File: src/rtl/oflow_core_read_sequencer.sv
// oflow_core_read_sequencer: walks a frame set by set, issuing start_read and collecting PE new-line requests
module oflow_core_read_sequencer #(
  parameter int PE_NUM          = 24,
  parameter int SET_LEN         = 4,
  parameter int REMAIN_BBOX_LEN = 5
) (
  input  logic                       clk,
  input  logic                       reset_N,
  input  logic                       start_frame,
  input  logic                       abort,
  input  logic [SET_LEN-1:0]         num_of_sets,
  input  logic [REMAIN_BBOX_LEN-1:0] counter_of_remain_bboxes,
  input  logic                       done_read,
  input  logic                       done_registration,
  input  logic [PE_NUM-1:0]          control_for_read_new_line,
  output logic                       start_read,
  output logic                       read_new_line,
  output logic [PE_NUM-1:0]          active_pe_mask,
  output logic [SET_LEN-1:0]         counter_set,
  output logic                       busy,
  output logic                       done_frame
);
  typedef enum logic [2:0] {IDLE, START, READ, WAIT_REG, DONE} state_t;
  localparam logic [REMAIN_BBOX_LEN-1:0] PE_CNT = REMAIN_BBOX_LEN'(PE_NUM);
  state_t                     state;
  logic [SET_LEN-1:0]         sets_q, sets_src, next_set;
  logic [REMAIN_BBOX_LEN-1:0] rem_q, rem_in, rem_src;
  logic [PE_NUM-1:0]          last_mask, next_mask;
  logic                       reg_seen, all_req, all_req_d, reg_done, cur_last, next_last;
  // clamp the remaining-bbox count and work out the mask for the set being entered
  always_comb begin
    rem_in    = (counter_of_remain_bboxes == '0 || counter_of_remain_bboxes > PE_CNT) ? PE_CNT : counter_of_remain_bboxes;
    rem_src   = (state == IDLE) ? rem_in : rem_q;
    sets_src  = (state == IDLE) ? num_of_sets : sets_q;
    next_set  = (state == IDLE) ? '0 : counter_set + SET_LEN'(1);
    last_mask = ~({PE_NUM{1'b1}} << rem_src);
    next_last = next_set == sets_src - SET_LEN'(1);
    next_mask = next_last ? last_mask : {PE_NUM{1'b1}};
    cur_last  = counter_set == sets_q - SET_LEN'(1);
    reg_done  = reg_seen | done_registration;
    all_req   = (state == READ) && ((control_for_read_new_line & active_pe_mask) == active_pe_mask);
  end
  // sequencer state, sticky registration flag and registered pulse outputs
  always_ff @(posedge clk or negedge reset_N) begin
    if (!reset_N) begin
      state          <= IDLE;
      sets_q         <= '0;
      rem_q          <= '0;
      counter_set    <= '0;
      active_pe_mask <= '0;
      reg_seen       <= 1'b0;
      all_req_d      <= 1'b0;
      start_read     <= 1'b0;
      read_new_line  <= 1'b0;
      done_frame     <= 1'b0;
      busy           <= 1'b0;
    end else begin
      start_read    <= 1'b0;
      done_frame    <= 1'b0;
      read_new_line <= 1'b0;
      all_req_d     <= all_req;
      if (abort) begin
        state       <= IDLE;
        counter_set <= '0;
        reg_seen    <= 1'b0;
        all_req_d   <= 1'b0;
        busy        <= 1'b0;
      end else begin
        read_new_line <= all_req & ~all_req_d;
        case (state)
          IDLE: begin
            reg_seen <= 1'b0;
            if (start_frame) begin
              sets_q      <= num_of_sets;
              rem_q       <= rem_in;
              counter_set <= '0;
              busy        <= 1'b1;
              if (num_of_sets == '0) begin
                state      <= DONE;
                done_frame <= 1'b1;
              end else begin
                state          <= START;
                start_read     <= 1'b1;
                active_pe_mask <= next_mask;
              end
            end
          end
          START: begin
            state <= READ;
            if (done_registration) reg_seen <= 1'b1;
          end
          READ: begin
            if (done_registration) reg_seen <= 1'b1;
            if (done_read) state <= WAIT_REG;
          end
          WAIT_REG: begin
            if (reg_done) begin
              reg_seen <= 1'b0;
              if (cur_last) begin
                state      <= DONE;
                done_frame <= 1'b1;
              end else begin
                state          <= START;
                counter_set    <= next_set;
                start_read     <= 1'b1;
                active_pe_mask <= next_mask;
              end
            end
          end
          DONE: begin
            state <= IDLE;
            busy  <= 1'b0;
          end
          default: state <= IDLE;
        endcase
      end
    end
  end
endmodule

File: config.mk
export PLATFORM = sky130hd
export DESIGN_NAME = oflow_core_read_sequencer
export DESIGN_NICKNAME = d
export VERILOG_FILES = /design/src/rtl/oflow_core_read_sequencer.sv
export SDC_FILE = /design/constraint.sdc
export NUM_CORES = 1
export LEC_CHECK = 0
export BUFFER_PORTS_ARGS = -buffer_cell sky130_fd_sc_hd__buf_2
export CORE_ASPECT_RATIO = 0.9
export CORE_MARGIN = 2
export CORE_UTILIZATION = 49
export CTS_BUF_LIST = sky130_fd_sc_hd__clkbuf_8
export CTS_CLUSTER_DIAMETER = 150
export CTS_CLUSTER_SIZE = 25
export DETAILED_ROUTE_END_ITERATION = 10
export GPL_ROUTABILITY_DRIVEN = 1
export HOLD_SLACK_MARGIN = 0.03
export PLACE_DENSITY = 0.86
export SYNTH_ARGS = -nofsm -noshare
export SYNTH_HDL_FRONTEND = slang
export SYNTH_SLANG_ARGS = --single-unit
File: constraint.sdc
create_clock -name clk -period 2.75 [get_ports clk]
set_input_delay 0.4125 -clock clk [delete_from_list [all_inputs] [get_ports clk]]
set_output_delay 0.4125 -clock clk [all_outputs]
set_load 0.005 [all_outputs]
==> impl_summary.md, run 1 <==
Timing
The final setup violation count is 0. Setup repair after global routing left no endpoint under its margin. The worst slew slack as a fraction of its limit is 33.0%. The largest clock skew in the final design is slightly above 6 ps. Setup slack closes at 179 ps. The worst path uses between 90% and 100% of the clock period. The highest clock rate is just under 400 MHz. Adding up every negative setup slack in the final design gives 0 ps.

The number of hold violations in the final report is 0. The minimum period implied by the final worst setup slack is 2570 ps. At the pin with the least slew margin, the transition time is ~1000 ps. The final max-slew violation count came to 0.

Clock tree
The depth of the CTS H-tree is 2. The number of buffers between clock root and the deepest sink is 2. In this run the clock root is driven by a sky130_fd_sc_hd__clkbuf_8. The total clock buffers created by CTS is 5. CTS saw 46 sinks. The clock reaches the later pin of the worst-skew pair after approximately 300 ps. Clock-pin slew was measured on the worst setup and hold paths at 90 ps.

The setup fix buffers added after clock tree synthesis is 0. Buffers inserted to repair hold after CTS numbered 0. After clock tree synthesis, the repair step resized 0 gates. TritonCTS built the clock tree.

Synth
Among all flip-flop cells after synthesis, the most frequent one is sky130_fd_sc_hd__dfrtp_1. The largest area contributor in the synthesized netlist is sky130_fd_sc_hd__dfrtp_1. The share of the Yosys chip area taken by registers is between 40% and 50%.

The share of synthesized area in the top cell type comes to between 40 and 50%. Ranked by instance count, the synthesized netlist is headed by 46 x sky130_fd_sc_hd__dfrtp_1, 31 x sky130_fd_sc_hd__a21oi_1, 27 x sky130_fd_sc_hd__nor2_1. Summing every instance area after synthesis gives 2650 sq um. The share of synthesized flip-flops with an asynchronous set or reset is 100%. When the netlist entered floorplanning its net count stood at 340.

The synthesized instance count is ~300. The library cell with the highest instance count after synthesis is sky130_fd_sc_hd__dfrtp_1. The post-synthesis area per instance is ~8.9 sq um. Ranked by total cell area, the synthesized netlist is headed by sky130_fd_sc_hd__dfrtp_1 43%, sky130_fd_sc_hd__a21oi_1 5.8%, sky130_fd_sc_hd__a31oi_1 5.7%.

The Yosys step of the flow raised 0 warnings. The number of enable flip-flop cells after synthesis is 0. The count of cell types in the netlist is 47. The synthesized design contains 46 register bits.

Min path
The path class of the tightest hold or removal check is input port to async pin.

Cells and area
The post-layout net count is a little over 400. The area of the multi-input gates is about 1300 sq um. The cell area after layout is ~3200 sq um. After filler insertion, the fill cell instance count of the layout stands at around 450. The storage element area is 1150 sq um. The post-route netlist has between 20% and 30% of its cells at a drive strength greater than 1. The antenna diode instance count is 0. Compared with the post-synthesis result, the final layout area differs by 19.6%.

Place
The pre-CTS worst setup slack is around 150 ps. Buffers placed on the I/O ports in this run total 70. The global placement routability congestion is ~0.91. After detailed placement, the total cell area comes to 3070 sq um.

After legalization and detailed placement, the total HPWL measured around 5000 um.

Worst setup path
In this design, the critical path's most frequently occurring cell is sky130_fd_sc_hd__xnor2_1. For the worst setup path, the data arrival time is around 2700 ps. The slowest stage of the critical path is the sky130_fd_sc_hd__dfrtp_1 cell. STA puts the critical path data required time at 2900 ps.

The critical path goes through nor3_4 > nor2_1 > a21oi_1 > ha_1 > xnor2_1 > xnor2_1 > or3_4 > o31ai_4 > buf_4 > a41oi_1. The endpoint type of the worst setup path is a register. In this run the worst path has a maximum fanout of 24. The startpoint type of the worst setup path is a register.

The largest stage delay on the critical path is slightly above 400 ps. The startpoint-to-endpoint class of the critical path is register to register.

Power
The switching part of the total is between 30% and 40%. The power per standard cell area is ~610 nW/um^2. The internal portion of the total power is between 1 and 1.5 mW. The share of total power dissipated in sequential elements is 44.0%. For this design the total switching power over the nets is approximately 700 uW.

The analysis attributes to cell leakage a power of 1.49 nW. In this run, the clock network consumes ~22% of the power. Across the VDD grid, the largest voltage drop is between 300 and 400 uV. The power share of the combinational group is 33.6%.

Routing
The first-pass detailed-route iteration total is 5. The vias per cell is around 6. The number of routed nets with antenna violations is 0. Across all layers, the routed design uses ~2600 vias. After detailed routing, the number of remaining DRC violations is 0. For this block, the initial DRC count from the detailed router was 248. In the final routed layout, each cell accounts on average for approximately 16 um. The final layout contains routed wiring with a total length of 6770 um.

Flow run
The tool flagged a number of max-cap violations equal to 0.

GRT
The first-pass GRT wire length is around 11000 um. The maximum number of pins on one net before global-route repair is 47. The number of antenna violations at the first check in global routing came to 0.

The via count of the first global-routing pass was about 2300. The total routing resource utilization after global routing is 23.2%. The remaining global-route overflow is 0.

Floorplanning
The overall die height is approximately 74 um. The number of primary I/O pins is 71. The floorplan die width is about 82 um. The total die area is approximately 6000 sq um.

The number of standard-cell rows in the floorplan is 25. Once the floorplan was initialized, standard cells occupied 50.8% of the core. The core region is between 5000 and 6000 sq um.

Status
The flow ran to the end, and the final reports show no timing, DRC or antenna violations.
==> logic make-up after synthesis <==
kind of cell / Yosys count / synth area share (%)
AOI/OAI and AO/OA: 100 / 24.3
and+or+nand+nor: 87 / 16.2
DFF: 46 / 43.4
buffers and inverters: 43 / 7.22
xor gates and xnor gates: 12 / 4.48
muxes: 7 / 2.92
adders and majority gates: 3 / 1.42
==> stage by stage <==
step | power, mW | hold slack [ps] | utilization (%) | std cells
6_report | 1.93 | 259 | 60.7 | 436
5_1_grt | 2.04 | 359 | 60.7 | 436
4_1_cts | 1.92 | 306 | 60.6 | 436
3_5_place_dp | 1.50 | 401 | 58.8 | 428
3_3_place_gp | 1.47 | 392 | 58.8 | 428
2_1_floorplan | 1.28 | 117 | - | 298
==> power by group through the flow <==
stage | Clock, mW | Combinational, mW | Sequential (mW)
final | 0.432 | 0.649 | 0.849
after global routing | 0.458 | 0.721 | 0.861
after CTS | 0.432 | 0.643 | 0.845
after detailed placement | 0 | 0.637 | 0.858
after global placement | 0 | 0.615 | 0.855
after floorplan | 0 | 0.435 | 0.845
==> worst paths after layout <==
kind                                          end  cells past startpoint  slack, ps      start
worst max-delay path            active_pe_mask[3]                     10        180   state[1]
worst min register to register      read_new_line                      1        410  all_req_d
worst max register to register  active_pe_mask[3]                     10        180   state[1]
worst min-delay path               counter_set[1]                      1        260    reset_N
min in group clk                             busy                      2        360      abort
max in group asynchronous       active_pe_mask[5]                      1       1860    reset_N
==> layout by cell type, fill, tap and decap left out, drive strengths merged, types with 7 or more instances in the layout <==
cell type   n
nand2      21
nor2       27
buf        80
xnor2       7
a31oi      24
a21oi      31
nor3        8
inv        27
dfrtp      46
o21ai      11
==> area by class of cell <==
cell class / count / share of cell area, %
multi-input cells: 209 / 41.6
inverters: 26 / 3.08
repair buffers: 80 / 13.4
clock buffers: 5 / 2.17
flip-flops and latches: 46 / 36.3
clock inverters: 3 / 0.789
well taps: 67 / 2.64
==> flip-flops by register name (all words and copies together) (netlist names) <==
name	count
sets_q	4
counter_set	4
read_new_line	1
state	3
reg_seen	1
start_read	1
active_pe_mask	24
busy	1
all_req_d	1
rem_q	5
done_frame	1
==> routing by layer <==
metal  share of wire (%)  track usage (%)  vias to the layer above
li1                    -                -                     1220
met1                  43             32.4                     1216
met2                  48             36.8                      117
met3                 7.4             4.18                       19
met4                 2.1             6.97                        0
met5                   0                0                        -
==> critical path, delay by kind of cell (launching register included) <==
kind / cells / cell delay (ps)
and+or+nand+nor: 3 / 710
adders and majority gates: 1 / 220
xor gates and xnor gates: 2 / 220
buffers and inverters: 1 / 300
AOI/OAI and AO/OA: 3 / 530
DFF: 1 / 410
(Power assumes the default switching activity.)
==> run 2, diff against run 1 <==
- PLACE_DENSITY: 0.86 -> 0.78
==> impl_summary.md, run 2 (synthesis results as in run 1) <==
Status
The flow ran to the end, and the final reports show no timing, DRC or antenna violations.

Clock tree
The sink count of the clock tree is 46 (unchanged). The cts-stage hold buffer count came to 0 (unchanged). The total clock buffers created by CTS is 5 (unchanged). The insertion delay to the later sink of the worst-skew pair was 300 ps (about the same). The number of buffers between clock root and the deepest sink is 2 (unchanged). The setup fix buffers added after clock tree synthesis is 0 (unchanged). TritonCTS built the clock tree. The depth of the CTS H-tree is 2 (unchanged). The clock edge transition at the registers on the reported setup and hold paths is 90 ps (about the same). The number of gates resized after CTS was 0 (unchanged).

CTS placed an instance of sky130_fd_sc_hd__clkbuf_8 at the clock tree root.

Cells and area
The synthesis-to-finish area growth is 19.4%. The largest registers in the layout are active_pe_mask: 24 flops, rem_q: 5 flops. The number of flip-flops in the largest register is 24 (unchanged). The number of fill cells in the layout is 462 (+2.4%). The area of the multi-input gates came to 1320 sq um (-0.47%).

The non-filler instance count after layout is 436 (unchanged). The library cells used most frequently in the layout, excluding fill and tap cells, are 70 x sky130_fd_sc_hd__buf_2, 46 x sky130_fd_sc_hd__dfrtp_1, 31 x sky130_fd_sc_hd__a21oi_1, 27 x sky130_fd_sc_hd__nor2_1, 26 x sky130_fd_sc_hd__inv_1. The antenna diode instance count came to 0 (unchanged). The ratio of cells with drive above 1 in the final layout is 27.6% (unchanged). The post-layout net count is 410 (unchanged). The most common cell after layout, fill and taps aside is sky130_fd_sc_hd__buf_2. The storage element area is 1150 sq um (unchanged). The register name with the most flops is active_pe_mask.

Worst setup path
The cell occurring most often along the worst timing path is sky130_fd_sc_hd__xnor2_1. The largest stage delay on the critical path is 400 ps (about the same). The worst-path maximum fanout is 24 (unchanged). The critical path starts at state[1]. The arrival time reported for the critical path endpoint is 2730 ps (about the same). STA classifies the critical path endpoint as a register. The worst register-to-register path ends at active_pe_mask[3]. The startpoint-to-endpoint class of the critical path is register to register. The startpoint identified for the worst register-to-register timing path is state[1]. The worst reg-to-reg path cell count is 10 (unchanged). The data required time at the worst endpoint is 2910 ps (about the same). The timing endpoint of the critical path is active_pe_mask[3].

The reg2reg setup slack was 180 ps (about the same). The critical path goes through nor3_2 > nor2_1 > a21oi_1 > ha_1 > xnor2_1 > xnor2_1 > or3_4 > o31ai_4 > buf_4 > a41oi_1. The startpoint type of the worst setup path is a register. The largest individual stage delay along the critical path comes from the cell sky130_fd_sc_hd__dfrtp_1.

Floorplanning
The number of standard-cell rows in the floorplan was 25 (unchanged). The placeable core region is 5220 sq um (unchanged). The total die area came to 6020 sq um (unchanged).

The overall die height came to 73.8 um (unchanged). The initial standard-cell utilization of the core was 50.8% (unchanged). The floorplan die width is 81.6 um (unchanged). The number of primary I/O pins is 71 (unchanged).

Timing
The slew at the pin closest to its max-slew limit was 987 ps (-17.1 ps). The share of the clock period used by the worst path is 93.6% (+0.098 points). The largest clock skew in the final design is 5.82 ps (-0.312 ps).

The number of hold violations in the final report was 0 (unchanged). The total negative slack for setup checks is 0 ps (unchanged). The final max-slew violation count is 0 (unchanged).

The final setup violation count is 0 (unchanged). The minimum period implied by the final worst setup slack is 2570 ps (+2.68 ps). Setup repair after global routing left no endpoint under its margin. The highest clock rate is 389 MHz (-0.10%). The worst slew slack as a fraction of its limit is 34.2% (+1.1 points).

Place
The cell count after placement is 428 (unchanged). The number of input and output port buffers inserted is 70 (unchanged). The global placement routability congestion was 0.875 (-4.0%).

The estimated wirelength of the detail-placed design came to 4910 um (-1.8%).

Routing
The remaining design rule violation count came to 0 (unchanged). The number of routed nets with antenna violations is 0 (unchanged). The routed length per placed instance is 15.0 um (-3.4%). The vias per cell was 5.67 (-3.9%). The first-pass detailed-route iteration total is 4 (-1).

The DRC violation total after the first TritonRoute iteration is 213 (-14%). The aggregate routed wire length is 6540 um (-3.4%). The number of vias after detailed routing is 2472 (-3.9%).

GRT
The maximum number of pins on one net before global-route repair is 47 (unchanged). The number of antenna violations at the first check in global routing is 0 (unchanged). The via count of the first global-routing pass is 2161 (-4.0%). The total routing resource utilization after global routing was 22.9% (-0.29 points).

The remaining global-route overflow was 0 (unchanged). The first-pass GRT wire length is 10400 um (-1.9%).

Flow run
The number of max-cap violations is 0 (unchanged).

Min path
The class of the worst hold path is input port to async pin.

Power
The leakage power total is 1.48 nW (-0.24%). The peak supply drop came to 341 uV (+4.1%). The total power was 1.91 mW (-1.3%). The power per standard cell area is 602 nW/um^2 (-1.1%).
-- run 2: cell counts in the layout (fill, tap and decap cells not counted) --
Identical to the previous run, type by type.
-- run 2: worst min-delay path by stage --
stage	start	end	slack (ps)	depth (start not counted)
floorplan	reset_N	active_pe_mask[0]	120	0
global placement	all_req_d	read_new_line	390	1
detailed placement	all_req_d	read_new_line	400	1
CTS	reset_N	counter_set[1]	320	1
global route	reset_N	counter_set[1]	350	1
finish	reset_N	counter_set[3]	270	1
-- run 2: layer usage --
metal | routed length (um) | track usage, % | vias to the layer above
met4 | 85 | 6.97 | 0
met5 | 0 | 0 | -
met3 | 443 | 3.56 | 10
met2 | 3050 | 35.2 | 96
met1 | 2960 | 33.3 | 1143
li1 | - | - | 1223
-- run 2: report_power, final --
part | switching, mW | total, mW | internal (mW)
clock | 0.239 | 0.423 | 0.183
combinational | 0.361 | 0.633 | 0.271
sequential | 0.0846 | 0.850 | 0.765
total | 0.685 | 1.91 | 1.22
-- run 2: stage by stage --
| step | area (sq um) | util, % | hold slack (ps) | setup slack [ps] |
|---|---|---|---|---|
| after global routing | 3170 | 60.6 | 353 | 40.1 |
| after global placement | 3070 | 58.8 | 393 | 297 |
| after floorplan | 2660 | - | 117 | 12.9 |
| final | 3170 | 60.6 | 272 | 177 |
| after detailed placement | 3070 | 58.8 | 399 | 205 |
| after CTS | 3170 | 60.6 | 315 | 186 |
-- run 2: layout make-up --
class,count,share of cell area (%)
Timing Repair Buffer,80,13.4
Inverter,26,3.08
Tap cell,67,2.65
Multi-Input combinational cell,209,41.5
Clock inverter,3,0.790
Sequential cell,46,36.3
Clock buffer,5,2.17
-- run 2: critical path, delay by kind of cell, from the launching register on --
family          cells  cell delay, ps
fa+ha+maj           1             220
flops               1             400
xor+xnor            2             240
compound gates      3             510
buf+inv             1             290
simple gates        3             790
==> run 3, diff against run 2 <==
- CORE_UTILIZATION: 49 -> 59
- MAX_ROUTING_LAYER: unset -> met4
- PLACE_DENSITY: 0.78 -> 0.88
- clock period: 2.75 -> 3.1 ns (I/O delays scaled with it)
==> impl_summary.md, run 3 (synthesis results as in run 1) <==
Place
The number of input and output port buffers inserted is 70 (unchanged). The global placement routability congestion came to 0.955 (+9.2%). The estimated wirelength of the detail-placed design is 4920 um (+0.21%). The total cell area at the placement stage is 3040 sq um (-1.2%). The pre-CTS worst setup slack is 408 ps (+203 ps). The cell count after placement is 419 (-2.1%).

Clock tree
The CTS tree is built. The clock edge transition at the registers on the reported setup and hold paths came to 90 ps (about the same). The insertion delay to the later sink of the worst-skew pair came to 310 ps (about the same). The total clock buffers created by CTS is 5 (unchanged). The number of buffers between clock root and the deepest sink was 2 (unchanged).

The depth of the CTS H-tree came to 2 (unchanged). The sink count of the clock tree is 46 (unchanged). The buffer cell driving the clock tree root is sky130_fd_sc_hd__clkbuf_8. The number of gates resized after CTS came to 0 (unchanged). The setup fix buffers added after clock tree synthesis is 0 (unchanged). The cts-stage hold buffer count came to 0 (unchanged).

Cells and area
The area of the multi-input gates came to 1320 sq um (unchanged). Leaving out fill and tap cells, the most frequent cells in the layout are 70 x sky130_fd_sc_hd__buf_2, 46 x sky130_fd_sc_hd__dfrtp_1, 31 x sky130_fd_sc_hd__a21oi_1, 27 x sky130_fd_sc_hd__inv_1, 27 x sky130_fd_sc_hd__nor2_1. The largest registers in the layout are active_pe_mask: 24 flops, rem_q: 5 flops.

The number of fill cells in the layout is 333 (-28%). The number of flip-flops in the largest register is 24 (unchanged). The register name with the most flops is active_pe_mask.

The library cell used most frequently in the layout, excluding fill and tap cells, is sky130_fd_sc_hd__buf_2. The post-layout net count is 406 (-0.98%). The share of the core filled with cells is 71.9% (+11 points). The cell area after layout was 3150 sq um (-0.63%).

The ratio of cells with drive above 1 in the final layout is 26.6% (-1.1 points). The antenna diode instance count was 0 (unchanged). The non-filler instance count after layout is 427 (-2.1%). The storage element area came to 1150 sq um (unchanged).

Relative to the synthesized area, the layout overhead comes to 18.6%.

GRT
The global routing usage on met2 is 42.4% (+7.2 points). The maximum number of pins on one net before global-route repair is 47 (unchanged). The first-pass GRT wire length came to 10400 um (-0.26%). met2 is the most crowded layer. The via count of the first global-routing pass is 2184 (+1.1%). The global-route met3 utilization is 8.51% (+4.9 points). The number of antenna violations at the first check in global routing is 0 (unchanged). The met1 layer usage reported by global route is 38.7% (+5.4 points).

The remaining global-route overflow is 0 (unchanged). The total routing resource utilization after global routing is 28.6% (+5.7 points).

Routing
The vias per cell is 5.87 (+3.5%). The remaining design rule violation count came to 0 (unchanged). The DRC violation total after the first TritonRoute iteration is 268 (+26%). The first-pass detailed-route iteration total is 5 (+1). The number of routed nets with antenna violations came to 0 (unchanged). The number of vias after detailed routing is 2506 (+1.4%). The aggregate routed wire length is 6630 um (+1.5%). The routed length per placed instance is 15.5 um (+3.6%).

Timing
The slew at the pin closest to its max-slew limit is 990 ps (+2.47 ps). The total negative slack for setup checks came to 0 ps (unchanged). The minimum period implied by the final worst setup slack is 2740 ps (+164 ps). The final setup violation count is 0 (unchanged). The final max-slew violation count is 0 (unchanged). Setup repair after global routing left no endpoint under its margin. The share of the clock period used by the worst path is 88.3% (-5.3 points). The worst slew slack as a fraction of its limit is 34.0% (-0.16 points). The post-route worst hold slack is 315 ps (+43.7 ps). The highest clock rate is 365 MHz (-6.0%).

The largest clock skew in the final design came to 8.81 ps (+2.99 ps). The slack of the critical path is 363 ps (+186 ps). The number of hold violations in the final report is 0 (unchanged).

Worst setup path
STA classifies the critical path startpoint as a register. The cell occurring most often along the worst timing path is sky130_fd_sc_hd__xnor2_1. The arrival time reported for the critical path endpoint is 2870 ps (+140 ps). The signal on the critical path passes through nor3_2 > nor2_1 > a21oi_1 > ha_1 > xnor2_1 > xnor2_1 > or3_4 > o31ai_4 > buf_4 > a41oi_1. The worst-path maximum fanout came to 24 (unchanged). The reg2reg setup slack is 360 ps (+190 ps). The slowest stage of the critical path is the sky130_fd_sc_hd__dfrtp_1 cell. The data required time at the worst endpoint was 3240 ps (+330 ps).

The largest stage delay on the critical path was 520 ps (+120 ps). The worst setup path is captured at a register. The startpoint-to-endpoint class of the critical path is register to register.

Floorplanning
The placeable core region is 4370 sq um (-16%). The number of standard-cell rows in the floorplan was 23 (-8.0%). The initial standard-cell utilization of the core came to 60.6% (+9.9 points).

The total die area is 5050 sq um (-16%). The number of primary I/O pins came to 71 (unchanged). The floorplan die width is 74.7 um (-8.4%). The overall die height came to 67.6 um (-8.4%).

Power
The peak supply drop was 489 uV (+43%). The clock power share was 25.2% (+3.0 points). The switching power of the nets came to 605 uW (-12%).

The share of total power in sequential cells is 43.4% (-1.2 points). The total power was 1.75 mW (-7.9%). The switching part of the total was 34.5% (-1.5 points). The power per standard cell area was 557 nW/um^2 (-7.3%). The internal cell power came to 1.15 mW (-5.8%).

The leakage power total is 1.47 nW (-0.62%). The power share of the combinational group is 31.4% (-1.8 points).

Status
The flow ran to the end, and the final reports show no timing, DRC or antenna violations.

Flow run
The number of max-cap violations is 0 (unchanged).

Min path
The tightest min-delay check is of the input port to async pin type.
-- run 3: cell types whose count changed in the layout (fill, tap and decap cells not counted), sizes merged --
| cell | delta |
|---|---|
| clkinv | -1 |
| bufinv | +1 |
| buf | -4 |
-- run 3: path summary, 6_finish.rpt --
check,startpoint,end,cells past startpoint
max in group asynchronous,reset_N,rem_q[4],1
setup reg to reg,state[0],active_pe_mask[3],10
hold reg to reg,all_req_d,read_new_line,1
setup / recovery,state[0],active_pe_mask[3],10
min in group clk,all_req_d,read_new_line,1
hold / removal,reset_N,counter_set[1],1
-- run 3: critical path, delay by kind of cell (launching register included) --
family,cells,cell delay [ps]
simple gates,3,790
flops,1,520
compound gates,3,500
buf+inv,1,300
xor+xnor,2,230
fa+ha+maj,1,220
-- run 3: final cells by class --
cell class	instances	area share, %
clock buffer	5	2.19
clock inverter	3	1.31
inverter	26	3.10
multi-input combinational	209	41.8
sequential	46	36.6
tap	62	2.47
timing repair buffer	76	12.6
-- run 3: per-layer routing --
layer / vias to the layer above / wire (um)
li1: 1211 / -
met1: 1169 / 2910
met2: 118 / 3060
met3: 8 / 587
met4: 0 / 68
met5: - / 0
-- run 3: power groups by stage --
stage	clock (mW)	sequential (mW)	combinational [mW]
3_3_place_gp	0	0.764	0.525
3_5_place_dp	0	0.769	0.542
6_report	0.443	0.761	0.550
5_1_grt	0.478	0.768	0.614
4_1_cts	0.449	0.758	0.544
2_1_floorplan	0	0.750	0.384
